**src/rtl/charactor_motion.sv**
```systemverilog
// Sprite movement controller: turns one button request per video frame into a
// candidate position, checks the candidate's tile in the 20x15 map, and commits
// legal moves. Feeds position/facing into the screen stage and latches arrival
// on a TERMINAL tile.
module charactor_motion #(
    parameter int START_H = 24,
    parameter int START_V = 24,
    parameter int STEP    = 2,
    parameter int H_MIN   = 8,
    parameter int H_MAX   = 311,
    parameter int V_MIN   = 8,
    parameter int V_MAX   = 231
) (
    input  logic         clk,
    input  logic         rst,
    input  logic         frame_tick,
    input  logic         game_en,
    input  logic         btn_up,
    input  logic         btn_down,
    input  logic         btn_left,
    input  logic         btn_right,
    input  logic [0:899] map,
    output logic [8:0]   charactor_h,
    output logic [8:0]   charactor_v,
    output logic         charactor_dir,
    output logic         on_terminal,
    output logic         move_done,
    output logic         busy
);

    typedef enum logic [1:0] {
        IDLE   = 2'd0,
        CALC   = 2'd1,
        CHECK  = 2'd2,
        COMMIT = 2'd3
    } state_t;

    localparam logic [2:0] TILE_LINE     = 3'd1;
    localparam logic [2:0] TILE_TERMINAL = 3'd2;

    // Candidate arithmetic is carried at 11 bits signed so a step below zero
    // stays negative instead of wrapping into a large legal-looking X/Y.
    localparam logic signed [10:0] STEP_S  = 11'(STEP);
    localparam logic signed [10:0] H_MIN_S = 11'(H_MIN);
    localparam logic signed [10:0] H_MAX_S = 11'(H_MAX);
    localparam logic signed [10:0] V_MIN_S = 11'(V_MIN);
    localparam logic signed [10:0] V_MAX_S = 11'(V_MAX);

    state_t             state_q;
    logic [8:0]         h_q, v_q;
    logic               dir_q, term_q, done_q, busy_q;
    logic signed [10:0] cand_h_q, cand_v_q;
    logic [2:0]         tile_q;

    logic signed [10:0] cand_h_d, cand_v_d;
    logic               dir_d;
    logic               in_range;
    logic [4:0]         tile_h;
    logic [3:0]         tile_v;
    logic [9:0]         tile_lin;
    logic [9:0]         idx_d;
    logic [2:0]         tile_d;

    // Candidate position and facing from the buttons, fixed priority up>down>left>right
    always_comb begin
        cand_h_d = $signed({2'b00, h_q});
        cand_v_d = $signed({2'b00, v_q});
        dir_d    = dir_q;
        if (btn_up) begin
            cand_v_d = $signed({2'b00, v_q}) - STEP_S;
        end else if (btn_down) begin
            cand_v_d = $signed({2'b00, v_q}) + STEP_S;
        end else if (btn_left) begin
            cand_h_d = $signed({2'b00, h_q}) - STEP_S;
            dir_d    = 1'b0;
        end else if (btn_right) begin
            cand_h_d = $signed({2'b00, h_q}) + STEP_S;
            dir_d    = 1'b1;
        end
    end

    // Tile type under the latched candidate; off-field candidates read as NONE
    always_comb begin
        in_range = (cand_h_q >= H_MIN_S) && (cand_h_q <= H_MAX_S) &&
                   (cand_v_q >= V_MIN_S) && (cand_v_q <= V_MAX_S);
        tile_h   = cand_h_q[8:4];
        tile_v   = cand_v_q[7:4];
        tile_lin = 10'(tile_h) + 10'(tile_v) * 10'd20;
        idx_d    = in_range ? tile_lin * 10'd3 : '0;
        tile_d   = in_range ? map[idx_d +: 3] : 3'd0;
    end

    // Movement FSM with registered outputs; game_en loss aborts without commit
    always_ff @(posedge clk) begin
        if (rst) begin
            state_q  <= IDLE;
            h_q      <= 9'(START_H);
            v_q      <= 9'(START_V);
            dir_q    <= 1'b1;
            term_q   <= 1'b0;
            done_q   <= 1'b0;
            busy_q   <= 1'b0;
            cand_h_q <= '0;
            cand_v_q <= '0;
            tile_q   <= '0;
        end else begin
            done_q <= 1'b0;
            case (state_q)
                IDLE: begin
                    if (frame_tick && game_en && !term_q) begin
                        state_q <= CALC;
                        busy_q  <= 1'b1;
                    end
                end
                CALC: begin
                    if (!game_en) begin
                        state_q <= IDLE;
                        busy_q  <= 1'b0;
                    end else begin
                        cand_h_q <= cand_h_d;
                        cand_v_q <= cand_v_d;
                        dir_q    <= dir_d;
                        state_q  <= CHECK;
                    end
                end
                CHECK: begin
                    if (!game_en) begin
                        state_q <= IDLE;
                        busy_q  <= 1'b0;
                    end else begin
                        tile_q  <= tile_d;
                        state_q <= COMMIT;
                    end
                end
                COMMIT: begin
                    state_q <= IDLE;
                    busy_q  <= 1'b0;
                    if (game_en) begin
                        if (tile_q == TILE_LINE || tile_q == TILE_TERMINAL) begin
                            h_q <= cand_h_q[8:0];
                            v_q <= cand_v_q[8:0];
                        end
                        if (tile_q == TILE_TERMINAL) begin
                            term_q <= 1'b1;
                        end
                        done_q <= 1'b1;
                    end
                end
                default: begin
                    state_q <= IDLE;
                    busy_q  <= 1'b0;
                end
            endcase
        end
    end

    assign charactor_h   = h_q;
    assign charactor_v   = v_q;
    assign charactor_dir = dir_q;
    assign on_terminal   = term_q;
    assign move_done     = done_q;
    assign busy          = busy_q;

endmodule

```
**config.mk**
```make
export PLATFORM = sky130hd
export DESIGN_NAME = charactor_motion
export DESIGN_NICKNAME = d
export VERILOG_FILES = /design/src/rtl/charactor_motion.sv
export SDC_FILE = /design/constraint.sdc
export NUM_CORES = 2
export LEC_CHECK = 0
export CAP_MARGIN = 0
export CORE_AREA = 2 2 359 361
export DETAILED_ROUTE_END_ITERATION = 6
export DIE_AREA = 0 0 361 363
export GPL_ROUTABILITY_DRIVEN = 0
export GPL_TIMING_DRIVEN = 1
export PLACE_DENSITY = 0.44
export SYNTH_ARGS = -nofsm -noshare
export SYNTH_HDL_FRONTEND = slang
export SYNTH_SLANG_ARGS = --single-unit
```
**constraint.sdc**
```tcl
create_clock -name clk -period 7 [get_ports clk]
set_clock_uncertainty 0.1 [all_clocks]
set_input_delay 1.4 -clock clk [delete_from_list [all_inputs] [get_ports clk]]
set_output_delay 1.4 -clock clk [all_outputs]
set_load 0.01 [all_outputs]
```
; After elaboration in Yosys (flattened, before gate mapping)
; Index checks and enable logic that the tools add are counted.
[op_classes]
n_addsub = 5
multipliers = 2
n_div = 0
order_cmp = 4
eq_ne = 7
shifts = 1
n_mux = 18
n_bitwise = 4
reduce_logical = 17
[op_table]
columns = cell, count
row1 = $shiftx 900x11->901, 1
row2 = $mux 11, 4
row3 = $mux 10, 3
row4 = $ge 11x5->1 const B, 2
row5 = $add 9x2->10 const B, 2
row6 = $sub 9x2->10 const B, 2
row7 = $le 11x10->1 const B, 1
row8 = $le 11x9->1 const B, 1
row9 = $not 10->11, 1
row10 = $add 5x9->10, 1
row11 = $mul 10x2->10 const B, 1
row12 = $pmux 2 s4, 1
row13 = $mul 4x3->7 const B, 1
row14 = $mux 2, 3
row15 = $reduce_and 2->1, 3
row16 = $reduce_and 3->1, 2
row17 = $logic_and 1x1->1, 5
row18 = $mux 1, 5
row19 = $reduce_and 5->1, 1
row20 = $eq 2x2->1 const B, 2
row21 = $ne 2x2->1 const B, 2
row22 = $reduce_or 2->1, 2
row23 = $eq 3x1->1 const B, 1
row24 = $eq 3x2->1 const B, 1
row25 = 8 further kinds, 10
[word_totals]
reg_bits = 49
latch_bits = 0
ramBits = 0
rom_bits = 0
out_inout_bits = 22
wordCells = 68
memories = 0

; Logic depth before layout (Yosys ltp)
[logic_depth]
word_depth = 8
mapped_depth = 20

; Least setup slack after synthesis
; Ideal clock, no wire load.
[synth_path]
path_type = register to register
from = reg cand_v_q[5]
to = reg tile_q[0]
setup_ns = 0.135
arrival_ns = 4.088
required_ns = 6.765
path_slack_ns = 2.677
path_stages_with_launch = 17
cell_sequence = dfxtp_1 -> ha_1 -> ha_1 -> inv_1 -> fa_1 -> xnor2_1 -> ha_1 -> o21ai_0 -> nor2_1 -> nor3_1 -> nand2_1 -> or4_1 -> and4_1 -> nor4b_2 -> a31oi_1 -> a32oi_1 -> o41ai_2
[synth_between]
elab_chain_cells = 7
word_cells_on_any_way = 11
classes_between = 1 x add/sub / 2 x mul / 2 x order compare / 1 x shift / 2 x mux / 1 x bitwise / 2 x reduce/logical
[synth_lines]
columns = item, line
row1 = start: declaration, 52  ; logic signed [10:0] cand_h_q, cand_v_q;
row2 = start signal: assignment, 121  ; cand_v_q <= cand_v_d;
row3 = $mul 4x3->7 / $ge 11x5->1 (equally long branches), "88, 85"
row4 = $add 5x9->10 / $logic_and 1x1->1 (equally long branches), "88, 84"
row5 = $mul 10x2->10 / $logic_and 1x1->1 (equally long branches), "89, 85"
row6 = $mux 10, 89  ; idx_d = in_range ? tile_lin * 10'd3 : '0;
row7 = $not 10->11 (implied by the code), 90  ; tile_d = in_range ? map[idx_d +: 3] : 3'd0;
row8 = $shiftx 900x11->901, 90
row9 = $mux 3 *, 90
row10 = end signal: assignment, 131  ; tile_q <= tile_d;
row11 = end: declaration, 53  ; logic [2:0] tile_q;
; Every way passes the cells marked *; elsewhere a longest branch is shown, timed or not.
; A chain may end at the register's enable or synchronous reset.

; Worst setup path in the final report
[layout_path]
from = reg cand_v_q[7]
to = reg tile_q[0]
; Same word-level chain as after synthesis.

==> metrics.md <==
| Metric | Value |
|---|---|
| Max-capacitance violation count | `0` |
| RSZ-0062 raised after global routing | `false` |
| Post-CTS sizing | `0` |
| Worst Tran Pin Value | `1360 ps` |
| Starting Density | `20.48%` |
| Hold Crit Class | `reg2reg` |
| #FFs+latches synth | `49` |
| Slowest stage delay, CP | `940 ps` |
| Fin. Hold Viols | `0` |
| Rows | `131` |
| Die X | `361 µm` |
| Placed insts | `6124` |
| Layout cells sized above 1 | `10.45%` |
| GR Util All Layers | `36.41%` |
| Fillers | `13872` |
| Cells after Synth | `3787` |
| Total power | `4.372 mW` |
| Leak | `11.84 nW` |
| Worst EP required | `7130 ps` |
| Initial antenna violation count | `126` |
| Main flop type after synthesis | `dfxtp_1` |
| Max-slew headroom | `8.622%` |
| Post-Place Worst Slack | `972.3 ps` |
| Hold Path Depth | `2` |
| Power Density | `116.6 nW/µm²` |
| Worst setup SP type | `register` |
| Global-route wire length before repair | `335.8 mm` |
| Cts hold-fix bufs | `0` |
| Tcrit/Tclk final | `89.41%` |
| I/O Buffers | `929` |
| Clk sink count | `49` |
| Area grow syn2layout | `44.10%` |
| Dpl hpwl | `193.9 mm` |
| Reg2reg end | `tile_q[0]` |
| Largest net degree at the start of global routing | `149` |
| Reg2reg start | `cand_v_q[7]` |
| Worst EP arrival | `6390 ps` |
| Top Family by Delay on Critical Path | `simple AND/OR/NAND/NOR gates` |
| EDFF count, synth | `0` |
| First DRT Iteration DRCs | `6550` |
| CTS clk-pin slew, worst paths | `90 ps` |
| Setup crit end kind | `register` |
| Root Driver | `clkbuf_16` |
| Number of global-route vias before repair | `38154` |
| Setup bufs post-CTS | `0` |
| Die height | `363 µm` |
| H-tree levels | `2` |
| CP most frequent cell | `ha_1` |
| Critical Path Fanout Max | `13` |
| Clk buf depth | `2` |
| TritonRoute pass-1 iters | `6` |
| Met3 routed WL | `31.42 mm` |
| Final setup margin | `741.3 ps` |
| VDD IR-drop max | `132.7 µV` |
| I/O pin count | `930` |
| Slowest CP cell | `nor2_1` |
| Met1 wire length | `96.38 mm` |
| Routed len/inst | `41.11 µm` |
| Worst r2r path cells | `16` |
| Synth warn | `0` |
| Distinct cells, synth | `89` |
| Ys async rst share | `0%` |
| Die area | `131000 µm²` |
| Synthesized area per cell | `6.871 µm²` |
| Gr ovfl total | `0` |
| Hold_sp | `cand_v_q[1]` |
| Leading post-synthesis cells by cell area | `mux2i_1 19%, nand2_1 7.8%, mux2_2 6.9%` |
| Final #Nets | `5405` |
| Outcome | `complete, no violations` |
| Flop-to-flop setup slack | `740 ps` |
| DRC | `0` |
| Setup TNS Final | `0 ps` |
| Top-area cell type share of the netlist area | `19.23%` |
| Sequential fraction of the synthesis area | `3.770%` |
| Max Used Layer | `met5` |
| Synth area leader | `mux2i_1` |
| Clock Latency Late Sink | `320 ps` |
| CP Class | `reg2reg` |
| Vias/cell | `6.551` |
| Fmax | `0.1598 GHz` |
| Antenna-violating nets left | `0` |
| Setup-failing EPs final | `0` |
| CP Cell Sequence | `ha_1 -> ha_1 -> inv_1 -> fa_1 -> xnor2_1 -> ha_1 -> or2_2 -> o311a_1 -> nor2_1 -> nand2_2 -> nor2_1 -> o2111ai_1 -> o21ai_0 -> o21ai_1 -> and3_1 -> o41ai_2` |
| Buffers plus inverters on the worst setup path | `1` |
| Inserted Clock Buffers | `5` |
| Routed wl met2 | `109.9 mm` |
| Hold EP | `cand_v_q[1]` |
| Finished Layout Cells | `6195` |
| Post-Syn Area | `26020 µm²` |
| Core Footprint | `127000 µm²` |
| Syn_nets | `4723` |
| CTS tree | `done` |
| Post-Route WL | `254.7 mm` |
| Min cycle time layout | `6259 ps` |
| Vias post-DR | `40582` |
| Max-slew violations | `0` |
[placed cells by master (no fill, tap or decap), types with 28 or more instances in the layout]
master	n
mux2i_1	500
and3_1	42
o221ai_1	63
o2111ai_1	28
clkdlybuf4s50_1	929
a221oi_1	68
o211ai_1	56
buf_4	150
nor2b_1	33
mux4_2	41
nand2_1	528
a31oi_1	103
nor3_1	68
o22ai_1	179
mux2_2	160
dfxtp_1	48
nand3_1	123
a22oi_1	73
a211oi_1	107
diode_2	63
o21ai_0	174
nand4_1	33
a21oi_1	294
nor2_1	192
[where the power goes]
group | switching (mW) | internal, mW
clock network | 0.143 | 0.171
registers | 0.0152 | 0.286
logic | 2.37 | 1.39
total | 2.53 | 1.84
[cells in the mapped netlist, types with 103 or more instances]
cell type and n:
nand2_1 543, mux2i_1 500, a21oi_1 294, nor2_1 209
buf_2 203, o22ai_1 179, o21ai_0 175, mux2_2 160
clkbuf_1 126, nand3_1 126, a211oi_1 107, a31oi_1 103
[cells by family (layout without fill, tap and decap cells)]
kind of cell,Yosys count,in the layout,synth area share [%]
xor gates and xnor gates,25,25,0.8415
and+or+nand+nor,1154,1154,19.97
DFF,49,49,3.770
other,0,63,0
buffers and inverters,436,1119,7.771
muxes,701,701,29.71
adders and majority gates,28,28,1.433
AOI/OAI and AO/OA,1394,1394,36.51
[metrics by stage]
| step | hold slack (ps) | cell area (µm²) | util (%) |
|---|---|---|---|
| after floorplan | 331.5 | 26020 | - |
| after global placement | 342.9 | 37170 | 29.26 |
| after detailed placement | 347.1 | 37170 | 29.26 |
| after CTS | 358.8 | 37340 | 29.39 |
| after global routing | 388.0 | 37430 | 29.47 |
| final | 354.7 | 37490 | 29.52 |
[routing by layer]
layer  track usage [%]  vias to the layer above
met2             56.22                     3577
li1                  -                    16318
met5                 0                        -
met3             12.67                      999
met1             44.23                    19566
met4             19.63                      122
[layout make-up]
cell class	instances	area (µm²)	area share, %
timing repair buffer	1091	10670	28.45
clock buffer	5	125.1	0.3337
multi-input combinational	3302	23360	62.31
inverter	20	76.32	0.2036
clock inverter	3	43.79	0.1168
antenna	63	157.7	0.4205
sequential	49	984.7	2.626
tap	1662	2079	5.546
[worst max-delay path by stage]
| stage | startpoint | endpoint | depth (start not counted) |
|---|---|---|---|
| 2_1_floorplan | cand_v_q[5] | tile_q[0] | 16 |
| 3_3_place_gp | cand_h_q[4] | tile_q[1] | 12 |
| 3_5_place_dp | cand_v_q[7] | tile_q[0] | 16 |
| 4_1_cts | cand_v_q[7] | tile_q[0] | 16 |
| 5_1_grt | cand_v_q[7] | tile_q[0] | 16 |
| 6_report | cand_v_q[7] | tile_q[0] | 16 |
[sequential cells by signal, summed over array words and instances (netlist names)]
signal and count:
charactor_h 9, on_terminal 1, busy 1, tile_q 3, charactor_v 9, move_done 1, state_q 2, charactor_dir 1
cand_h_q 11, cand_v_q 11
[worst register-to-register path, stage by stage, from the launching register on]
cell and delay (ps):
dfxtp_1 510, ha_1 300, ha_1 200, inv_1 80, fa_1 480, xnor2_1 420
ha_1 350, or2_2 300, o311a_1 190, nor2_1 300, nand2_2 390, nor2_1 960
o2111ai_1 210, o21ai_0 500, o21ai_1 230, and3_1 320, o41ai_2 360
No activity file was read; power rests on OpenSTA's default activity.
